--- src/rtl/dds_cmd_bridge_if.sv ---
// Bus bundle between the DDS command bridge and its FIFOs / serial register engine.
// Handshakes: a byte moves only on a rising clk edge where valid and ready are both high;
// the source holds data and valid stable until that edge.
interface dds_cmd_bridge_if #(
    parameter int NCH = 4,
    parameter int DW  = 64
);
    logic [7:0]     rx_data;
    logic           rx_valid;
    logic           rx_ready;
    logic [7:0]     tx_data;
    logic           tx_valid;
    logic           tx_ready;
    logic           wr_start;
    logic [NCH-1:0] wr_cs;
    logic [7:0]     wr_addr;
    logic [DW-1:0]  wr_din;
    logic [DW-1:0]  wr_dout;
    logic           wr_done;
    logic           busy;
    logic [7:0]     err_cnt;
    logic [2:0]     dbg_state;

    modport master (
        input  rx_data, rx_valid, tx_ready, wr_dout, wr_done,
        output rx_ready, tx_data, tx_valid, wr_start, wr_cs, wr_addr, wr_din,
               busy, err_cnt, dbg_state
    );

    modport slave (
        output rx_data, rx_valid, tx_ready, wr_dout, wr_done,
        input  rx_ready, tx_data, tx_valid, wr_start, wr_cs, wr_addr, wr_din,
               busy, err_cnt, dbg_state
    );
endinterface

--- src/rtl/dds_cmd_bridge.sv ---
// Byte-stream command bridge: parses channel/instruction/data packets, issues one
// serial register access per packet and returns an ack byte or the read data.
module dds_cmd_bridge #(
    parameter int NCH     = 4,
    parameter int DW      = 64,
    parameter int TIMEOUT = 1000000
) (
    input  logic              clk,
    input  logic              rst,
    dds_cmd_bridge_if.master  bus
);
    localparam int NB = DW / 8;
    localparam int TW = $clog2(TIMEOUT);

    localparam logic [2:0] S_IDLE     = 3'd0;
    localparam logic [2:0] S_GET_ADDR = 3'd1;
    localparam logic [2:0] S_GET_DATA = 3'd2;
    localparam logic [2:0] S_CHECK    = 3'd3;
    localparam logic [2:0] S_ISSUE    = 3'd4;
    localparam logic [2:0] S_WAIT     = 3'd5;
    localparam logic [2:0] S_RESP     = 3'd6;

    logic [2:0]     state;
    logic [7:0]     chan;
    logic [7:0]     addr_q;
    logic [DW-1:0]  din_q;
    logic [DW-1:0]  rd_sh;
    logic [3:0]     rx_cnt;
    logic [3:0]     tx_left;
    logic [TW-1:0]  idle_cnt;
    logic [NCH-1:0] cs_q;
    logic [7:0]     tx_data_q;
    logic [7:0]     err_q;
    logic           tx_valid_q;
    logic           start_q;

    logic in_rx, in_pkt, rx_fire, tx_fire, timeout_hit, chan_ok, err_inc;

    assign in_rx       = (state == S_IDLE) || (state == S_GET_ADDR) || (state == S_GET_DATA);
    assign in_pkt      = (state == S_GET_ADDR) || (state == S_GET_DATA);
    assign bus.rx_ready = rst & in_rx;
    assign rx_fire     = bus.rx_valid & bus.rx_ready;
    assign tx_fire     = tx_valid_q & bus.tx_ready;
    assign timeout_hit = in_pkt && !rx_fire && (idle_cnt == TW'(TIMEOUT - 1));
    assign chan_ok     = (chan < 8'(NCH));
    // Both error sources share one increment so a coincidence counts once.
    assign err_inc     = timeout_hit || ((state == S_CHECK) && !chan_ok);

    assign bus.tx_data   = tx_data_q;
    assign bus.tx_valid  = tx_valid_q;
    assign bus.wr_start  = start_q;
    assign bus.wr_cs     = cs_q;
    assign bus.wr_addr   = addr_q;
    assign bus.wr_din    = din_q;
    assign bus.busy      = (state != S_IDLE);
    assign bus.err_cnt   = err_q;
    assign bus.dbg_state = state;

    always_ff @(posedge clk) begin
        if (!rst) begin
            state      <= S_IDLE;
            chan       <= 8'd0;
            addr_q     <= 8'd0;
            din_q      <= '0;
            rd_sh      <= '0;
            rx_cnt     <= 4'd0;
            tx_left    <= 4'd0;
            idle_cnt   <= '0;
            cs_q       <= '0;
            tx_data_q  <= 8'd0;
            err_q      <= 8'd0;
            tx_valid_q <= 1'b0;
            start_q    <= 1'b0;
        end else begin
            start_q <= 1'b0;

            if (err_inc && (err_q != 8'hFF))
                err_q <= err_q + 8'd1;

            if (in_pkt && !rx_fire && !timeout_hit)
                idle_cnt <= idle_cnt + 1'b1;
            else
                idle_cnt <= '0;

            case (state)
                S_IDLE: begin
                    if (rx_fire) begin
                        chan  <= bus.rx_data;
                        state <= S_GET_ADDR;
                    end
                end
                S_GET_ADDR: begin
                    if (rx_fire) begin
                        addr_q <= bus.rx_data;
                        rx_cnt <= 4'd0;
                        state  <= bus.rx_data[7] ? S_CHECK : S_GET_DATA;
                    end else if (timeout_hit) begin
                        state <= S_IDLE;
                    end
                end
                S_GET_DATA: begin
                    // First data byte ends up in the top byte after NB shifts.
                    if (rx_fire) begin
                        din_q  <= (din_q << 8) | DW'(bus.rx_data);
                        rx_cnt <= rx_cnt + 4'd1;
                        if (rx_cnt == 4'(NB - 1))
                            state <= S_CHECK;
                    end else if (timeout_hit) begin
                        state <= S_IDLE;
                    end
                end
                S_CHECK: begin
                    if (chan_ok) begin
                        start_q <= 1'b1;
                        cs_q    <= NCH'(1) << chan;
                        state   <= S_ISSUE;
                    end else begin
                        tx_data_q  <= 8'hEE;
                        tx_valid_q <= 1'b1;
                        tx_left    <= 4'd1;
                        state      <= S_RESP;
                    end
                end
                S_ISSUE: begin
                    state <= S_WAIT;
                end
                S_WAIT: begin
                    if (bus.wr_done) begin
                        cs_q       <= '0;
                        tx_valid_q <= 1'b1;
                        state      <= S_RESP;
                        if (addr_q[7]) begin
                            tx_data_q <= bus.wr_dout[DW-1 -: 8];
                            rd_sh     <= bus.wr_dout << 8;
                            tx_left   <= 4'(NB);
                        end else begin
                            tx_data_q <= 8'hA5;
                            tx_left   <= 4'd1;
                        end
                    end
                end
                S_RESP: begin
                    if (tx_fire) begin
                        if (tx_left == 4'd1) begin
                            tx_valid_q <= 1'b0;
                            state      <= S_IDLE;
                        end else begin
                            tx_data_q <= rd_sh[DW-1 -: 8];
                            rd_sh     <= rd_sh << 8;
                            tx_left   <= tx_left - 4'd1;
                        end
                    end
                end
                default: state <= S_IDLE;
            endcase
        end
    end
endmodule

--- src/flat_wrapper.sv ---
// flat-port wrapper written by rule: the top's interface ports become plain ports
module dds_cmd_bridge_flat 
#(
    parameter int NCH     = 4,
    parameter int DW      = 64,
    parameter int TIMEOUT = 1000000
)
  (clk, rst, bus_rx_data, bus_rx_valid, bus_tx_ready, bus_wr_dout, bus_wr_done, bus_rx_ready, bus_tx_data, bus_tx_valid, bus_wr_start, bus_wr_cs, bus_wr_addr, bus_wr_din, bus_busy, bus_err_cnt, bus_dbg_state);
  dds_cmd_bridge_if #(.NCH(NCH), .DW(DW)) bus_i ();
  input  logic clk;
  input  logic rst;
  input wire logic [$bits(bus_i.rx_data)-1:0] bus_rx_data;
  input wire logic [$bits(bus_i.rx_valid)-1:0] bus_rx_valid;
  input wire logic [$bits(bus_i.tx_ready)-1:0] bus_tx_ready;
  input wire logic [$bits(bus_i.wr_dout)-1:0] bus_wr_dout;
  input wire logic [$bits(bus_i.wr_done)-1:0] bus_wr_done;
  output wire logic [$bits(bus_i.rx_ready)-1:0] bus_rx_ready;
  output wire logic [$bits(bus_i.tx_data)-1:0] bus_tx_data;
  output wire logic [$bits(bus_i.tx_valid)-1:0] bus_tx_valid;
  output wire logic [$bits(bus_i.wr_start)-1:0] bus_wr_start;
  output wire logic [$bits(bus_i.wr_cs)-1:0] bus_wr_cs;
  output wire logic [$bits(bus_i.wr_addr)-1:0] bus_wr_addr;
  output wire logic [$bits(bus_i.wr_din)-1:0] bus_wr_din;
  output wire logic [$bits(bus_i.busy)-1:0] bus_busy;
  output wire logic [$bits(bus_i.err_cnt)-1:0] bus_err_cnt;
  output wire logic [$bits(bus_i.dbg_state)-1:0] bus_dbg_state;
  assign bus_i.rx_data = bus_rx_data;
  assign bus_i.rx_valid = bus_rx_valid;
  assign bus_i.tx_ready = bus_tx_ready;
  assign bus_i.wr_dout = bus_wr_dout;
  assign bus_i.wr_done = bus_wr_done;
  assign bus_rx_ready = bus_i.rx_ready;
  assign bus_tx_data = bus_i.tx_data;
  assign bus_tx_valid = bus_i.tx_valid;
  assign bus_wr_start = bus_i.wr_start;
  assign bus_wr_cs = bus_i.wr_cs;
  assign bus_wr_addr = bus_i.wr_addr;
  assign bus_wr_din = bus_i.wr_din;
  assign bus_busy = bus_i.busy;
  assign bus_err_cnt = bus_i.err_cnt;
  assign bus_dbg_state = bus_i.dbg_state;
  dds_cmd_bridge #(.NCH(NCH), .DW(DW), .TIMEOUT(TIMEOUT)) u_core (.clk(clk), .rst(rst), .bus(bus_i));
endmodule
--- config.mk ---
export PLATFORM = sky130hd
export DESIGN_NAME = dds_cmd_bridge_flat
export DESIGN_NICKNAME = d
export VERILOG_FILES = /design/src/rtl/dds_cmd_bridge_if.sv /design/src/rtl/dds_cmd_bridge.sv /design/src/flat_wrapper.sv
export SDC_FILE = /design/constraint.sdc
export NUM_CORES = 1
export LEC_CHECK = 0
export BUFFER_PORTS_ARGS = -buffer_cell sky130_fd_sc_hd__buf_2
export CORE_UTILIZATION = 30
export CTS_BUF_LIST = sky130_fd_sc_hd__clkbuf_4
export DETAILED_ROUTE_END_ITERATION = 6
export PLACE_DENSITY = 0.54
export SLEW_MARGIN = 40
export SYNTH_ARGS = -nofsm -noshare
export SYNTH_HDL_FRONTEND = slang
export SYNTH_SLANG_ARGS = --single-unit
--- constraint.sdc ---
create_clock -name clk -period 3.8 [get_ports clk]
set_clock_uncertainty 0.1 [all_clocks]
set_input_delay 0.57 -clock clk [delete_from_list [all_inputs] [get_ports clk]]
set_output_delay 0.57 -clock clk [all_outputs]
set_load 0.02 [all_outputs]
## Word level (Yosys, flattened, before mapping)

Cells that the tools add are included.

- Word-level logic and storage cells: 113
- Register bits: 197
- Input port bits: 77

- Magnitude comparators: 1
- Bitwise operators: 4
- Shifts and indexed selects: 1
- Reductions and logical operators: 29
- Equal/unequal tests: 21
- Muxes and demuxes: 40
- Add/subtract/negate cells: 4

Operator list:

| operator | number |
|---|---|
| $mux 64 | 4 |
| $pmux 64 s2 | 1 |
| $or 64x8->64 | 1 |
| $mux 8 | 5 |
| $mux 4 | 9 |
| $mux 3 | 8 |
| $pmux 8 s3 | 1 |
| $pmux 3 s7 | 1 |
| $add 20x1->20 const B | 1 |
| $eq 20x20->1 const B | 1 |
| $reduce_and 5->1 | 4 |
| $pmux 4 s2 | 2 |
| $ne 2x1->1 const B | 7 |
| $pmux 4 s3 | 1 |
| $reduce_and 2->1 | 5 |
| $eq 3x3->1 const B | 3 |
| $add 8x1->8 const B | 1 |
| $lt 8x3->1 const B | 1 |
| $ne 8x8->1 const B | 1 |
| $shl 1x8->4 const A | 1 |
| $eq 3x2->1 const B | 2 |
| $mux 1 | 6 |
| $ne 2x2->1 const B | 3 |
| $reduce_and 3->1 | 2 |
| other kinds (15) | 29 |

## Longest topological paths before layout

Gate-level depths: netlist (run 1).

- Depth after elaboration: 11
- Depth in mapped cells: 9

## Worst setup path after synthesis (run 1)

No wires, ideal clock.

- Path type: register to register
- Start: register u_core.idle_cnt[0]
- End: register u_core.err_q[5] (netlist: u_core.bus.err_cnt[5])
- Path buffers: 1
- Setup time: 0.070 ns
- Setup slack: 1.610 ns
- Clock period less this slack: 2.190 ns
- Stages on the path, launching flop included: 9
- Arrival: 2.020 ns
- Cells stage by stage: dfxtp_1 -> ha_1 -> and4_1 -> buf_6 -> nand4_4 -> a2111oi_4 -> o21ai_2 -> or4_1 -> a21oi_1

- Longest elaborated chain between the ends: 4

Ends and longest elaborated chain:

| what | RTL line | text |
|---|---|---|
| start: declaration | dds_cmd_bridge.sv:30 | `logic [TW-1:0] idle_cnt;` |
| start signal: assignment | dds_cmd_bridge.sv:81 | `idle_cnt <= idle_cnt + 1'b1;` |
| $eq 20x20->1 | dds_cmd_bridge.sv:44 | `assign timeout_hit = in_pkt && !rx_fire && (idle_cnt == TW'(TIMEOUT - 1));` |
| $logic_and 1x1->1 | dds_cmd_bridge.sv:44 |  |
| $logic_or 1x1->1 | dds_cmd_bridge.sv:47 | `assign err_inc = timeout_hit \|\| ((state == S_CHECK) && !chan_ok);` |
| $logic_and 1x1->1 | dds_cmd_bridge.sv:77 | `if (err_inc && (err_q != 8'hFF))` |
| end signal: assignment | dds_cmd_bridge.sv:78 | `err_q <= err_q + 8'd1;` |
| end: declaration | dds_cmd_bridge.sv:33 | `logic [7:0] err_q;` |

Every way passes these cells.
A chain may end at the register's enable or synchronous reset.

## Worst setup path after layout (run 1)

- Start: register u_core.state[1] (netlist: u_core.bus.dbg_state[1])
- End: register u_core.err_q[5] (netlist: u_core.bus.err_cnt[5])

- Longest elaborated chain between the ends: 10
- Elaborated cells on any way between the ends: 15
- Classes of those cells: eq/ne (3); bitwise (2); reduce/logical (10)

Ends and longest elaborated chain:

| what | RTL line | text |
|---|---|---|
| start: declaration | dds_cmd_bridge.sv:23 | `logic [2:0] state;` |
| start signal: assignment | dds_cmd_bridge.sv:96 | `state <= bus.rx_data[7] ? S_CHECK : S_GET_DATA;` |
| $eq 3x1->1 / $logic_not 3->1 (equally long branches) | dds_cmd_bridge.sv:39, dds_cmd_bridge.sv:40 |  |
| $logic_or 1x1->1 (2 in series) | dds_cmd_bridge.sv:39 | `assign in_rx = (state == S_IDLE) \|\| (state == S_GET_ADDR) \|\| (state == S_GET_DATA);` |
| $and 1x1->1 | dds_cmd_bridge.sv:41 | `assign bus.rx_ready = rst & in_rx;` |
| $and 1x1->1 | dds_cmd_bridge.sv:42 | `assign rx_fire = bus.rx_valid & bus.rx_ready;` |
| $logic_not 1->1 | dds_cmd_bridge.sv:44 |  |
| $logic_and 1x1->1 (2 in series) | dds_cmd_bridge.sv:44 |  |
| $logic_or 1x1->1 (*) | dds_cmd_bridge.sv:47 |  |
| $logic_and 1x1->1 (*) | dds_cmd_bridge.sv:77 |  |

Mark *: on every way between the ends. The rest lies on a longest branch, timed or not.

==> results of run 1 <==
-- cells by family after synthesis --
kind of cell | count (synthesis) | share of synthesized area
buffers and inverters | 79 | 0.0456
AND/OR/NAND/NOR | 475 | 0.258
multiplexers | 9 | 0.0116
AO/OA/AOI/OAI | 198 | 0.166
XOR/XNOR | 19 | 0.0215
adder cells (fa/ha/maj) | 5 | 0.00808
flip-flops | 189 | 0.489
-- state kept, by name, summed over array words and instances (netlist names), 3 cells and up --
register,flops
u_core.bus.wr_cs,4
u_core.rx_cnt,4
u_core.rd_sh,56
u_core.bus.err_cnt,8
u_core.idle_cnt,20
u_core.bus.tx_data,8
u_core.bus.dbg_state,3
u_core.bus.wr_addr,8
u_core.tx_left,4
u_core.chan,8
u_core.bus.wr_din,64
-- layout make-up --
cell class	instances	area, um^2	area share
Timing Repair Buffer	184	968	0.106
Sequential cell	189	3780	0.413
Clock inverter	15	194	0.0212
Tap cell	330	413	0.0451
Inverter	11	43.8	0.00478
Antenna cell	1	2.50	0.000273
Clock buffer	17	128	0.0139
Multi-Input combinational cell	706	3630	0.396
-- report_power, final --
part	switching, mW	internal (mW)	leakage, nW
registers	0.0110	1.99	1.52
clock network	0.839	0.320	0.166
logic	0.109	0.0642	1.81
-- worst max-delay path by stage --
stage                     cells after the start               startpoint                    end
after global routing                          5  u_core.bus.dbg_state[1]  u_core.bus.err_cnt[5]
after floorplan                               8       u_core.idle_cnt[0]  u_core.bus.err_cnt[5]
after CTS                                     6  u_core.bus.dbg_state[1]  u_core.bus.tx_data[7]
final                                         5  u_core.bus.dbg_state[1]  u_core.bus.err_cnt[5]
after detailed placement                      6  u_core.bus.dbg_state[1]  u_core.bus.tx_data[5]
after global placement                        6  u_core.bus.dbg_state[1]  u_core.bus.tx_data[7]
-- per-stage QoR --
stage	instances	power, mW	utilization
after CTS	1452	3.39	0.363
after global placement	1420	2.22	0.350
final	1453	3.34	0.363
after global routing	1453	3.49	0.363
after floorplan	974	2.14	-
after detailed placement	1420	2.22	0.350
-- cell usage in the layout (no fill, tap or decap), drive strengths merged, types with 8 or more instances in the layout --
| master | n |
|---|---|
| inv | 16 |
| a21oi | 107 |
| nand2 | 298 |
| nand4 | 9 |
| a311oi | 52 |
| o21ai | 18 |
| dfxtp | 189 |
| nor2 | 101 |
| buf | 184 |
| nor3 | 8 |
| or3 | 12 |
| xor2 | 15 |
| mux2i | 9 |
| clkbuf | 17 |
| nand3 | 19 |
| clkinv | 10 |
-- worst max-delay path: cells and delay by family (launching register included) --
family | cells | cell delay (ns)
simple gates | 2 | 0.91
flops | 1 | 0.71
compound gates | 3 | 0.89
-- metal layers --
layer | track usage | part of all wire | wire length (um)
met1 | 0.209 | 0.47 | 9800
met2 | 0.249 | 0.46 | 9630
met4 | 0.0357 | 0.0069 | 144
met3 | 0.0479 | 0.060 | 1260
met5 | 0 | 0.0020 | 41
==> summary.md, run 1 <==
| Metric | Value |
|---|---|
| Status | complete, no violations |
| DR vias/cell | 4.82 |
| Max FO, Critical Path | 18 |
| First-pass GRT wire length | ~33000 um |
| Cts hold-fix bufs | 0 |
| Post-synthesis cell type count | 56 |
| Commonest cells post-synth | nand2_1, dfxtp_1, a21oi_1, nor2_1, a311oi_1 |
| Worst-Skew Late Latency | 0.58 ns |
| R2R Setup Slk | roughly 1.1 ns |
| Antenna viol nets, final | 0 |
| Die outline height | 163 um |
| Initial antenna violation count | 5 |
| Final Instance Area | 9170 um^2 |
| Vias in the first global route | ~6300 |
| Asr flop ratio synth | 0 |
| Slew HR | 0.537 |
| H-tree depth | 4 |
| Crit path DAT | 3.09 ns |
| Minimum clock period | 2.67 ns |
| Die area | about 26000 um^2 |
| Clock transition at path regs | ~0.19 ns |
| Synthesized area per cell | between 7 and 8 um^2 |
| Critical Path RT | around 4.2 ns |
| WL/cell | ~14 um |
| Die X | 163 um |
| RSZ-0062 raised after global routing | no |
| CP cell instances | nand2b_1, a2111oi_4, o21ai_2, or4_1, a21oi_1 |
| Reg2Reg Launch Point | u_core.bus.dbg_state[1] |
| Critical Path Sink Type | flop |
| Worst r2r dst | u_core.bus.err_cnt[5] |
| Final-stage net count | 1191 |
| Top post-synthesis cells by area | dfxtp_1, nand2_1, a21oi_1, a311oi_1, nor2_1 |
| CTS Root Buffer Type | clkbuf_4 |
| Max_cap viols | 0 |
| P_leak | 3.50 nW |
| Fmax | 375 MHz |
| Final Cycle Share | 0.702 |
| Main synth FF type | dfxtp_1 |
| Reg2Reg Depth | 5 |
| Gpl congestion | 0.833 |
| Synthesized area | 7740 um^2 |
| Crit start category | flop |
| CTS tree | built |
| IO Port Bufs | 175 |
| Worst hold-check path type | in -> reg |
| Endpoints failing hold | 0 |
| Post-cts sizing count | 0 |
| Largest net degree at the start of global routing | 105 |
| CTS buffer count | 17 |
| Worst vdd ir | approximately 0.19 mV |
| Post-CTS Setup Bufs | 0 |
| Vias | approximately 7000 |
| Gr ovfl total | 0 |
| Worst hold path depth | 3 |
| Fill count | 2758 |
| Top-count cell post-synth | nand2_1 |
| Tot GR Track Use | 0.157 |
| Power Density | 364 nW/um^2 |
| Final Max Tran Viols | 0 |
| Sequential cell area fraction in the yosys report | 0.489 |
| Critical path class | reg -> reg |
| Setup TNS Final | 0 ns |
| Synthesis-to-finish area growth | 18.4% |
| Layout cells sized above 1 | 0.211 |
| Critical-path top delay cell | dfxtp_1 |
| Ports | around 180 |
| WHS Endpoint | u_core.rd_sh[13] |
| 1st-pass router iterations | 4 |
| Least-Margin Pin Slew | 0.695 ns |
| Initial Utilization | 0.306 |
| Top-area cell type share of the netlist area | 0.489 |
| Max clock buf depth | 2 |
| Synthesis Warnings | 0 |
| # DRC | 0 |
| Final setup fails | 0 |
| Largest stage delay, worst path | 0.71 ns |
| Iter 0 DRT Violations | roughly 540 |
| Num Clock Sinks | ~190 |
| # rows | 58 |
| Tightest hold margin | 0.107 ns |
| DP HPWL | ~14000 um |
| EDFF count, synth | 0 |
| Synth Register Bits | 189 |
| HP Start | bus_wr_dout[5] |
| Placed Area | 8830 um^2 |
| Mapped Cells | 974 |
| Smallest setup slack after layout | 1.13 ns |
| Syn Nets | 1056 |
| DRT Wirelength | ~21000 um |
| Top cell type by total area after synthesis | dfxtp_1 |
| Worst slack at placement | 1.12 ns |
| Area of the core | 25300 um^2 |
Power figures use the tool's default switching activity.
==> run 2: changes to the inputs <==
--- a/config.mk
+++ b/config.mk
@@ -5,11 +5,12 @@
 export SDC_FILE = /design/constraint.sdc
 export NUM_CORES = 1
 export LEC_CHECK = 0
+export ABC_AREA = 1
 export BUFFER_PORTS_ARGS = -buffer_cell sky130_fd_sc_hd__buf_2
 export CORE_UTILIZATION = 30
 export CTS_BUF_LIST = sky130_fd_sc_hd__clkbuf_4
 export DETAILED_ROUTE_END_ITERATION = 6
-export PLACE_DENSITY = 0.54
+export PLACE_DENSITY = 0.56
 export SLEW_MARGIN = 40
 export SYNTH_ARGS = -nofsm -noshare
 export SYNTH_HDL_FRONTEND = slang
==> constraint.sdc (replaced) <==
create_clock -name clk -period 2.3 [get_ports clk]
set_clock_uncertainty 0.1 [all_clocks]
set_input_delay 0.345 -clock clk [delete_from_list [all_inputs] [get_ports clk]]
set_output_delay 0.345 -clock clk [all_outputs]
set_load 0.02 [all_outputs]
==> run 2 against run 1 <==
Net effect: the flow now finishes with violations (DRC); area after synthesis grew 4.4%; global-route usage grew 0.59 points; clock power grew 76%; critical endpoint is now bus_busy; non-clock buffer count grew 74.
==> summary.md, run 2 <==
| Metric | Value |
|---|---|
| Max clock buf depth | 2 (unchanged) |
| Worst vdd ir | 0.392 mV (was 0.192 mV) |
| H-tree depth | 4 (unchanged) |
| First-pass GRT wire length | 36500 um (was 33200 um) |
| Final Cycle Share | 0.898 |
| Iter 0 DRT Violations | 579 (was 536) |
| Post-synthesis cell type count | 37 (was 56) |
| Commonest cells after routing, fill and taps aside | nand2_1, dfxtp_1, nor2_1, buf_2, a21oi_1 (was nand2_1, dfxtp_1, buf_2, a21oi_1, nor2_1) |
| Sequential cell area fraction in the yosys report | 0.468 (was 0.489) |
| Final Max Tran Viols | 0 (unchanged) |
| Reg2Reg Depth | 8 (was 5) |
| Failing checks | DRC |
| Largest net degree at the start of global routing | 71 (was 105) |
| Num Clock Sinks | 189 (unchanged) |
| Syn Nets | 1184 (was 1056) |
| Fill count | 2747 (was 2758) |
| Crit path DAT | 1.62 ns (was 3.09 ns) |
| Crit start category | flop (unchanged) |
| Minimum clock period | a little over 2 ns |
| Tot GR Track Use | 0.163 (was 0.157) |
| 1st-pass router iterations | 7 (was 4) |
| Placed Instances | 1567 (was 1420) |
| DRT Wirelength | 22600 um (was 20900 um) |
| Final setup fails | 0 (unchanged) |
| Area of the core | 26200 um^2 (was 25300 um^2) |
| Synth Register Bits | 189 (unchanged) |
| Ports | 176 (unchanged) |
| Top post-synthesis cells by area | dfxtp_1, nand2_1, nor2_1, a21oi_1, nand3_1 (was dfxtp_1, nand2_1, a21oi_1, a311oi_1, nor2_1) |
| Slew HR | 0.534 (was 0.537) |
| Max FO, Critical Path | 6 (was 18) |
| P_leak | 4.59 nW (was 3.50 nW) |
| WP buf/inv | 3 (was 0) |
| Vias | 7726 (was 7003) |
| RSZ-0062 raised after global routing | no (unchanged) |
| Critical Path RT | 1.86 ns (was 4.22 ns) |
| Largest stage delay, worst path | 0.43 ns (was 0.71 ns) |
| Synthesis-to-finish area growth | 27.1% (was 18.4%) |
| CTS tree | built (unchanged) |
| Synthesized area | 8080 um^2 (was 7740 um^2) |
| Reg2Reg Launch Point | u_core.bus.dbg_state[1] (unchanged) |
| Endpoints failing hold | 0 (unchanged) |
| WL/cell | 13.5 um (was 14.4 um) |
| Gpl congestion | 0.836 (was 0.833) |
| Worst hold path depth | 5 (was 3) |
| # rows | 59 (was 58) |
| Most used cell, CP | inv_1 |
| DR vias/cell | 4.63 (was 4.82) |
| CTS Root Buffer Type | clkbuf_4 (unchanged) |
| Die area | 27600 um^2 (was 26400 um^2) |
| R2R Setup Slk | 0.24 ns (was 1.13 ns) |
| Status | complete, but fails checks (was complete, no violations) |
| CTS buffer count | 17 (unchanged) |
| Cell family with most CP delay | flip-flops (was simple AND/OR/NAND/NOR gates) |
| Critical Path Sink Type | primary output (was flop) |
| Fmax | 484 MHz |
| Max reg flops | 64 (unchanged) |
| Max_cap viols | 0 (unchanged) |
| EDFF count, synth | 0 (unchanged) |
| Leading cell type in the layout, fill and taps excluded | nand2_1 (unchanged) |
| Initial antenna violation count | 2 (was 5) |
| DP HPWL | 15300 um (was 14000 um) |
| Layout cells sized above 1 | 0.178 (was 0.211) |
| Antenna viol nets, final | 0 (unchanged) |
| Worst-Skew Late Latency | 0.60 ns (was 0.58 ns) |
| IO Port Bufs | 175 (unchanged) |
| Vias in the first global route | 7133 (was 6314) |
| Least-Margin Pin Slew | 0.699 ns (was 0.695 ns) |
| HP Start | bus_wr_dout[58] (was bus_wr_dout[5]) |
| Critical path class | reg -> out (was reg -> reg) |
| Post-CTS Setup Bufs | 0 (unchanged) |
| Die outline height | 166 um (was 163 um) |
| Worst hold-check path type | in -> reg (unchanged) |
| WHS Endpoint | u_core.bus.tx_data[2] (was u_core.rd_sh[13]) |
| Top-area cell type share of the netlist area | 0.468 (was 0.489) |
| Synthesis Warnings | 0 (unchanged) |
| # DRC | 6 (was 0) |
| Critical-path top delay cell | dfxtp_1 (unchanged) |
| Commonest cells post-synth | nand2_1, dfxtp_1, nor2_1, a21oi_1, inv_1 (was nand2_1, dfxtp_1, a21oi_1, nor2_1, a311oi_1) |
| Top cell type by total area after synthesis | dfxtp_1 (unchanged) |
| Smallest setup slack after layout | 0.235 ns (was 1.13 ns) |
| CP cell instances | nor2_2, inv_1, nor2_1, inv_1, buf_2 (was nand2b_1, a2111oi_4, o21ai_2, or4_1, a21oi_1) |
| Worst r2r dst | u_core.rd_sh[55] (was u_core.bus.err_cnt[5]) |
| Mapped Cells | 1102 (was 974) |
| Power Density | 567 nW/um^2 (was 364 nW/um^2) |
| Final-stage net count | 1402 (was 1191) |
| Setup TNS Final | 0 ns (unchanged) |
| Top-count cell post-synth | nand2_1 (unchanged) |
| Worst slack at placement | 0.224 ns (was 1.12 ns) |
| Synthesized area per cell | 7.33 um^2 (was 7.95 um^2) |
| Die X | 166 um (was 163 um) |
| Main synth FF type | dfxtp_1 (unchanged) |
| Initial Utilization | 0.308 (was 0.306) |
| Non-filler cells, final | 1669 (was 1453) |
| Clock transition at path regs | 0.18 ns (was 0.19 ns) |
| Asr flop ratio synth | 0 (unchanged) |
| Gr ovfl total | 0 (unchanged) |
[run 2: changes by cell type after synthesis, moves of 52 or more]
cell	change
a311oi_1	-52
inv_1	+83
nand2_1	-95
nand3_1	+64
nor2_1	+82
o21ai_0	+61
[run 2: per-stage QoR]
stage / hold slack, ns / util / area [um^2] / total power, mW
6_report: 0.0494 / 0.392 / 10300 / 5.82
5_1_grt: 0.0571 / 0.392 / 10300 / 6.10
4_1_cts: 0.0102 / 0.391 / 10300 / 5.91
3_5_place_dp: 0.339 / 0.352 / 9220 / 3.75
3_3_place_gp: 0.330 / 0.352 / 9220 / 3.76
2_1_floorplan: 0.322 / - / 8080 / 3.59
[run 2: cells by family (layout without fill, tap and decap cells)]
family,after synthesis,after routing,share of synthesized area
other cells,0,1,0
fa+ha+maj,5,5,0.00774
compound gates,236,236,0.168
flops,189,189,0.468
xor+xnor,12,12,0.0130
buf+inv,153,384,0.0795
simple gates,507,507,0.263
[run 2: cell type report]
type | count | area, um^2 | share of cell area
Multi-Input combinational cell | 760 | 3660 | 0.356
Clock buffer | 17 | 128 | 0.0124
Timing Repair Buffer | 258 | 1710 | 0.166
Antenna cell | 1 | 2.50 | 0.000244
Clock inverter | 15 | 214 | 0.0208
Sequential cell | 189 | 3780 | 0.369
Inverter | 94 | 353 | 0.0344
Tap cell | 335 | 419 | 0.0408
[run 2: worst max-delay path by stage]
| stage | from | end | slack, ns | cells past startpoint |
|---|---|---|---|---|
| 2_1_floorplan | u_core.bus.dbg_state[0] | u_core.rd_sh[60] | 0.43 | 7 |
| 3_3_place_gp | u_core.bus.dbg_state[2] | u_core.rd_sh[62] | 0.28 | 7 |
| 3_5_place_dp | u_core.bus.dbg_state[1] | u_core.rd_sh[55] | 0.22 | 8 |
| 4_1_cts | u_core.bus.dbg_state[0] | bus_busy | 0.11 | 5 |
| 5_1_grt | u_core.bus.dbg_state[1] | u_core.rd_sh[20] | 0.04 | 9 |
| 6_report | u_core.bus.dbg_state[0] | bus_busy | 0.24 | 5 |
[run 2: worst reg2reg max path, cell delays in order (launching register included)]
cell and delay [ns]:
dfxtp_1 0.50, inv_1 0.09, nand3_2 0.15, or2_1 0.23, nand3_2 0.16, nor2_4 0.16, buf_6 0.29, nand3_1 0.18
o211a_1 0.14
[run 2: layer usage]
layer	global-route usage	vias to the layer above	routed length, um
li1	-	4028	-
met1	0.217	3542	10800
met2	0.265	133	10500
met3	0.0324	23	960
met4	0.0536	0	388
met5	0	-	0
[run 2: power by group]
part	total [mW]	switching [mW]	internal, mW
sequential	3.33	0.0184	3.31
combinational	0.451	0.248	0.203
clock	2.04	1.47	0.573
[run 2: timing repair]
item / 4_1_cts / 5_1_grt
hold buffers: 69 / 0
setup endpoints to repair: 0 / 13
resized for setup: 0 / 4
hold endpoints to repair: 84 / 0
